## config.mk

```make
export PLATFORM = sky130hd
export DESIGN_NAME = fetch_stage
export DESIGN_NICKNAME = d
export VERILOG_FILES = /design/src/rtl/fetch_stage.sv
export SDC_FILE = /design/constraint.sdc
export NUM_CORES = 1
export LEC_CHECK = 0
export BUFFER_PORTS_ARGS = -buffer_cell sky130_fd_sc_hd__buf_2
export CORE_MARGIN = 2
export CORE_UTILIZATION = 38
export CTS_CLUSTER_DIAMETER = 50
export CTS_CLUSTER_SIZE = 28
export DETAILED_ROUTE_END_ITERATION = 8
export HOLD_SLACK_MARGIN = 0.03
export PLACE_DENSITY = 0.68
export SKIP_LAST_GASP = 1
export SYNTH_ARGS = -nofsm -noshare
export SYNTH_HDL_FRONTEND = slang
export SYNTH_SLANG_ARGS = --single-unit
```

## constraint.sdc

```tcl
create_clock -name clk -period 4.9 [get_ports clk]
set_clock_uncertainty 0.15 [all_clocks]
set_input_delay 1.225 -clock clk [delete_from_list [all_inputs] [get_ports clk]]
set_output_delay 1.225 -clock clk [all_outputs]
set_load 0.03 [all_outputs]
```

## src/rtl/fetch_stage.sv

```systemverilog
// Instruction-fetch stage: owns the program counter, reads the instruction
// memory combinationally, and presents each fetched word with its PC in a
// one-entry output register handed to decode via valid/ready.
module fetch_stage #(
  parameter int          ADDR_WIDTH = 6,
  parameter logic [31:0] RESET_PC   = 32'h00000000
) (
  input  logic                  clk,
  input  logic                  reset,
  output logic [ADDR_WIDTH-1:0] imem_addr,
  input  logic [31:0]           imem_rd,
  input  logic                  redirect,
  input  logic [31:0]           redirect_pc,
  output logic                  out_valid,
  input  logic                  out_ready,
  output logic [31:0]           out_instr,
  output logic [31:0]           out_pc,
  output logic [31:0]           out_pc_plus4,
  output logic [31:0]           fetch_count
);

  logic [31:0] pc;
  logic        load;

  // Redirect targets are byte addresses; only whole words are fetched.
  function automatic logic [31:0] word_align(input logic [31:0] addr);
    return {addr[31:2], 2'b00};
  endfunction

  // Sequential PC step; wraps naturally at 2**32.
  function automatic logic [31:0] next_word(input logic [31:0] addr);
    return addr + 32'd4;
  endfunction

  // Upper PC bits are dropped so fetches wrap within the memory depth.
  assign imem_addr = pc[ADDR_WIDTH+1:2];

  // Output register can take a new word when empty or being drained.
  assign load = !out_valid || out_ready;

  // PC, output register and handshake counter; redirect outranks a load,
  // but a handshake completing in the redirect cycle is still counted.
  always_ff @(posedge clk) begin
    if (reset) begin
      pc           <= RESET_PC;
      out_valid    <= 1'b0;
      out_instr    <= 32'd0;
      out_pc       <= 32'd0;
      out_pc_plus4 <= 32'd0;
      fetch_count  <= 32'd0;
    end else begin
      if (out_valid && out_ready) begin
        fetch_count <= fetch_count + 32'd1;
      end
      if (redirect) begin
        pc        <= word_align(redirect_pc);
        out_valid <= 1'b0;
      end else if (load) begin
        out_instr    <= imem_rd;
        out_pc       <= pc;
        out_pc_plus4 <= next_word(pc);
        out_valid    <= 1'b1;
        pc           <= next_word(pc);
      end
    end
  end

endmodule
```

# ---- Yosys cells after proc, flatten, opt, wreduce, memory -nomap -nowiden
# Cells that the tools add are included.
dict set report word_totals {
  word_cells 18
  register_bits 161
  in_bits 68
}
dict set report classes {
  n_mux 2
  add_sub_neg 2
  n_reduce_logical 6
  bitwise 1
}
# operator count
set ops {}
lappend ops {{$mux 32} 2}
lappend ops {{$add 32x1->32 const B} 1}
lappend ops {{$add 32x3->32 const B} 1}
lappend ops {{$reduce_and 2->1} 1}
lappend ops {{$reduce_bool 2->1} 1}
lappend ops {{$reduce_or 2->1} 1}
lappend ops {{$logic_and 1x1->1} 1}
lappend ops {{$logic_not 1->1} 1}
lappend ops {{$logic_or 1x1->1} 1}
lappend ops {{$not 1->1} 1}

# ---- Longest topological paths before layout
# Gate-level depths: netlist of the first run.
dict set report logic_depth {
  ltp_word 4
  mapped_depth 7
}

# ---- Least setup slack after synthesis of the first run
# OpenSTA, ideal clock, no wires.
dict set report synth_timing {
  path_kind {input -> register}
  start {input port out_ready}
  end {register pc[21]}
  setup_slack_ns 2.105
  stages 5
  setup_ns 0.091
  arrival_ns 2.554
  t_required_ns 4.659
  cell_sequence {nor2b_1 > or4_4 > buf_4 > or3_1 > a311oi_1}
}
dict set report synth_between {
  elab_chain_len 2
}
# item line
set synth_lines {}
lappend synth_lines {{start: declaration} 15} ;# input logic out_ready,
lappend synth_lines {{$logic_or 1x1->1} 39} ;# assign load = !out_valid || out_ready;
lappend synth_lines {{$reduce_bool 2->1 (no line)} --}
lappend synth_lines {{end signal: assignment} 56} ;# pc <= word_align(redirect_pc);
lappend synth_lines {{end signal: assignment} 63} ;# pc <= next_word(pc);
lappend synth_lines {{end: declaration} 22} ;# logic [31:0] pc;
# No other way between the ends.
# A chain may end at the register's enable or synchronous reset.

# ---- Worst setup path in the final report of the first run
dict set report layout_timing {
  start {input port out_ready}
  end {register fetch_count[28]}
}
dict set report layout_between {
  elab_chain_len 1
}
# item line
set layout_lines {}
lappend layout_lines {{$logic_and 1x1->1} 52} ;# if (out_valid && out_ready) begin
lappend layout_lines {{end signal: assignment} 53} ;# fetch_count <= fetch_count + 32'd1;
lappend layout_lines {{end: declaration} 19} ;# output logic [31:0] fetch_count
# No other way between the ends.

==> results of run 1 <==
==> flip-flops by register name (all words and copies together) (netlist names) <==
signal        count
out_instr        32
out_pc_plus4     30
fetch_count      32
out_valid         1
pc               30
out_pc           30
==> worst min path at each step <==
stage	startpoint	end	slack [ns]	cells after the start
floorplan	pc[28]	out_pc[28]	0.32	2
global placement	out_pc[25]	out_pc[25]	0.29	2
detailed placement	out_instr[3]	out_instr[3]	0.29	2
CTS	out_instr[3]	out_instr[3]	0.30	2
global route	out_instr[16]	out_instr[16]	0.32	2
finish	out_pc[19]	out_pc[19]	0.30	2
==> power groups by stage <==
| stage | clock network [mW] | logic (mW) | registers [mW] |
|---|---|---|---|
| final | 1.32 | 0.358 | 1.39 |
| after global routing | 1.41 | 0.390 | 1.39 |
| after CTS | 1.36 | 0.361 | 1.38 |
| after detailed placement | 0 | 0.360 | 1.41 |
| after global placement | 0 | 0.358 | 1.41 |
| after floorplan | 0 | 0.178 | 1.48 |
==> logic make-up (layout without fill, tap and decap cells) <==
kind of cell               after synthesis  count (layout)  synth area share
adders and majority gates                2               2           0.00359
DFF                                    155             155             0.445
buffers and inverters                   95             247            0.0594
and+or+nand+nor                        378             378             0.265
other                                    1               4          0.000538
muxes                                    9               9            0.0145
AOI/OAI and AO/OA                      185             185             0.173
xor gates and xnor gates                32              32            0.0402
==> cell usage in the layout (no fill, tap or decap), types with 2 or more instances in the layout <==
cell and count:
and3_1 8, or3_1 14, bufinv_16 2, dfxtp_1 155, and4_1 10, buf_2 195
xor2_1 14, or4_1 30, inv_1 11, xnor2_1 18, o21ai_0 14, nor3_1 9
conb_1 4, clkinv_2 3, buf_4 7, o31ai_1 27, clkbuf_8 2, mux2_2 9
a211oi_1 22, clkinvlp_4 4, o41a_1 2, nand3_1 23, buf_12 2, a311oi_1 28
inv_6 3, nor2b_1 11, nand4_1 16, o31a_1 3, a2111oi_0 3, nor4b_1 2
and2_1 2, nand2_1 153, nor2_1 77, clkbuf_16 17, nor4_1 14, ha_1 2
a21oi_1 81, a221oi_1 2
==> worst reg2reg max path, delay by kind of cell (launching register included) <==
family / cells / cell delay (ns)
fa+ha+maj: 1 / 0.29
simple gates: 3 / 1.55
compound gates: 1 / 0.28
flops: 1 / 0.51
==> per-stage QoR <==
step / cell area, sq um / cells / worst slack (ns) / power [mW]
2_1_floorplan: 6990 / 860 / 2.10 / 1.65
3_3_place_gp: 7980 / 1209 / 1.56 / 1.77
3_5_place_dp: 7980 / 1209 / 1.48 / 1.77
4_1_cts: 8570 / 1241 / 1.92 / 3.11
5_1_grt: 8570 / 1241 / 1.77 / 3.20
6_report: 8570 / 1241 / 1.91 / 3.07
==> area by class of cell <==
class,instances,share of cell area
timing repair buffer,204,0.125
tap,229,0.0334
inverter,11,0.00482
sequential,155,0.362
clock inverter,13,0.0163
clock buffer,19,0.0528
multi-input combinational,610,0.406
==> routing by layer <==
layer	track usage	part of all wire
met1	0.262	0.46
met2	0.307	0.45
met3	0.0533	0.070
met4	0.0649	0.017
met5	0	0
==> results.toml, run 1 <==
[clocking]
post_cts_buffers = 0
clockBufferDepth = 2
cts_sinks = 155
clkTransAtPathRegs_ns = 0.06
numCtsBuffers = 17
cts_hold_buf = 0
cts_tree = "yes"
clock_insertion_delay_worst_skew_ns = 0.42
ctsResizeCount = 0
clock-root-buffer = "clkbuf_16"
htreeDepth = 4

[critical_path]
max_stage_delay_ns = 0.55
crit_end = "fetch_count[28]"
cp_slowest_cell = "nand4_1"
r2r_end = "pc[30]"
cp_top_family = "simple AND/OR/NAND/NOR gates"
r2r_setup_slack_ns = 2.02
cp-start-kind = "primary input"
worstRegToRegCells = 5
cp_cell_sequence = "buf_2 -> and3_1 -> nand4_1 -> nor4b_1 -> mux2_2"
path_class = "in2reg"
cp.arrival_ns = 3.16
path_max_fanout = 17
critPathLaunch = "out_ready"
cp.required_ns = 5.06
cp_num_cells = 5
regToRegStartpoint = "pc[2]"
end_kind = "register"
crit_buf_inv = 1

[grt]
grt_pass1_wl_mm = 31.4
track_usage = 0.196
overflow = 0
grt_max_degree = 75
antenna_found_initial = 0
grt_pass1_vias = 6083

[hold_path]
hp-class = "reg2reg"

[detailed_routing]
vias = 6702
ant_nets = 0
dr.first_iter.drc_count = 390
wl_per_cell_microns = 15.5
viasPerCell = 5.40
drt_first_pass_iters = 5
drc_errors = 0
wirelength_mm = 19.3

[pwr]
clkPwrFrac = 0.432
pwr-share-comb = 0.117
internal-power_mw = 2.22
vdd_drop_max_uv = 238
powerDensity_mw_per_mm2 = 358
sequentialPowerShare = 0.452
p_leak_nw = 3.41
power.switching_uw = 847
netSwitchingFraction = 0.276

[finish]
multiInputGateArea_sq_mm = 0.00348
utilization = 0.477
drive_above_1_share = 0.249
area_delta_synth_final_pct = 22.9
n_antenna_cell = 0
fin_nets = 1069
seqCellArea_sq_mm = 0.00310
num-fill-cells = 1824

[synth]
synth_top_area_share = 0.445
avgSynthCellArea_sq_um = 8.14
synth_seq_cells = 155
synth_edf_count = 0
yosysWarnings = 0
synth-main-ff-cell = "dfxtp_1"
ys_seq_area_frac = 0.445
synthTopCellsByArea = "dfxtp_1, nand2_1, a21oi_1"
ys_types = 44
postSynth.asyncResetShare = 0
ys_top_cells_by_count = "dfxtp_1, nand2_1, a21oi_1"
synth_cells = 857
syn-cell-area_sq_mm = 0.00698
yosysMostFrequentCell = "dfxtp_1"
yosysTopAreaCell = "dfxtp_1"

[floorplan]
pin_count = 203
die-width_microns = 140
die_area_sq_mm = 0.0195
rows = 49
start_util = 0.388
fp.dieH_microns = 140
core_area_sq_mm = 0.0180

[sta]
grt_setup_unrepaired = "false"
drv_slew = 0
worstMarginPinSlew_ns = 0.884
timing.hold.ws_ns = 0.301
hold_viol = 0
finalCriticalPeriod_ns = 2.99
setup_tns_ns = 0
setup_viol = 0
relSlewSlack = 0.411
max_freq_ghz = 0.334
period_share = 0.611

[job]
cap_violations = 0

[run_status]
status = "finished, final reports clean"

[place]
place_congestion = 0.809
hpwlAfterDp_mm = 13.1
io_buffers = 196
No activity file was read; power rests on OpenSTA's default activity.
==> run 2, diff against run 1 <==
clock period = 2.82 ns   (was 4.9 ns; I/O delays follow)
==> run 2 against run 1 <==
Effect of this change: core utilization grew 1.4 points; flip-flop and latch count stayed put; count of clock-buffer cells in the layout increased by 3; critical path depth fell by 1; non-clock buffer count up 25; clock power up 85%; register-to-register slack lost 1.7 ns; sequential share of layout area decreased by 1.0 points.
==> results.toml, run 2 (synthesis results as in run 1) <==
[floorplan]
core_area_sq_mm = 0.0180
die_area_sq_mm = 0.0195
die-width_microns = 140
rows = 49
start_util = 0.388
pin_count = 203
fp.dieH_microns = 140

[sta]
timing.hold.ws_ns = 0.299
setup_tns_ns = 0
grt_setup_unrepaired = "false"
max_freq_ghz = 0.399
relSlewSlack = 0.574
worstMarginPinSlew_ns = 0.639
finalCriticalPeriod_ns = 2.51
hold_viol = 0
drv_slew = 0
period_share = 0.890
fin_ws_ns = 0.311
setup_viol = 0

[detailed_routing]
drc_errors = 0
drt_first_pass_iters = 7
dr.first_iter.drc_count = 431
vias = 6755
viasPerCell = 5.34
wl_per_cell_microns = 15.3
wirelength_mm = 19.4
ant_nets = 0

[critical_path]
cp-start-kind = "register"
cp.arrival_ns = 2.66
end_kind = "register"
path_class = "reg2reg"
path_max_fanout = 21
cp.required_ns = 2.97

[clocking]
numCtsBuffers = 17
cts_sinks = 155
clkTransAtPathRegs_ns = 0.06
clockBufferDepth = 2
post_cts_buffers = 0
cts_hold_buf = 0
cts_tree = "yes"
clock-root-buffer = "clkbuf_16"
htreeDepth = 4
ctsResizeCount = 0
clock_insertion_delay_worst_skew_ns = 0.42

[place]
post-place-cells = 1234
io_buffers = 196
place_congestion = 0.777
pre_cts_slack_ns = 0.230
hpwlAfterDp_mm = 13.6

[grt]
grt_pass1_vias = 6231
overflow = 0
grt_pass1_wl_mm = 31.5
antenna_found_initial = 1
track_usage = 0.197
grt_max_degree = 72

[pwr]
vdd_drop_max_uv = 418
p_leak_nw = 3.56
powerDensity_mw_per_mm2 = 622
power_mw = 5.49

[finish]
final_common_cell = "buf_2"
stdcell_count = 1266
largestRegisters = "fetch_count x32, out_instr x32"
n_antenna_cell = 0
num-fill-cells = 1790
drive_above_1_share = 0.264
fin_nets = 1094
area_delta_synth_final_pct = 26.5
final_cell_mix = "buf_2, dfxtp_1, nand2_1"

[run_status]
status = "finished, final reports clean"

[job]
cap_violations = 0

[hold_path]
hp-class = "reg2reg"
## run 2: cell types whose count changed in the layout (fill, tap and decap cells not counted), sizes merged
cell,delta
bufinv,+2
clkbuf,+3
clkinvlp,-1
buf,+25
inv,-3
clkinv,-1
## run 2: worst max-delay path, cell delays in order (launching register included)
cell	delay (ns)
dfxtp_1	0.43
nand4_1	0.15
or4_1	0.84
nor4b_1	0.44
mux2_2	0.38
## run 2: per-stage QoR
stage / util / cell area, sq um
after floorplan: - / 6990
after global placement: 0.456 / 8190
after detailed placement: 0.456 / 8190
after CTS: 0.491 / 8820
after global routing: 0.491 / 8820
final: 0.491 / 8820
## run 2: final cells by class
cell class	instances	area [sq um]	area share
tap	229	287	0.0325
clock buffer	22	464	0.0526
inverter	11	41.3	0.00468
clock inverter	10	165	0.0187
sequential	155	3100	0.352
multi-input combinational	610	3480	0.395
timing repair buffer	229	1280	0.145
## run 2: path summary, 6_finish.rpt
path                            depth (start not counted)      startpoint         endpoint  slack, ns
worst max-delay path                                    4  fetch_count[6]  fetch_count[28]       0.31
worst min-delay path                                    2   out_instr[10]    out_instr[10]       0.30
worst max register to register                          4  fetch_count[6]  fetch_count[28]       0.31
worst min register to register                          2   out_instr[10]    out_instr[10]       0.30
## run 2: per-layer routing
layer	share of wire	wire, microns	track usage	vias to the layer above
met1	0.45	8760	0.253	3145
met5	0.00041	8	0	-
met4	0.018	346	0.0649	2
met2	0.45	8810	0.318	202
met3	0.075	1450	0.0599	25
li1	-	-	-	3381
## run 2: where the power goes
part           switching [mW]  total, mW  internal [mW]  leakage (nW)
combinational           0.433      0.656          0.223          1.99
clock                   0.908       2.44           1.53         0.297
sequential             0.0978       2.40           2.30          1.27
total                    1.44       5.49           4.05          3.56
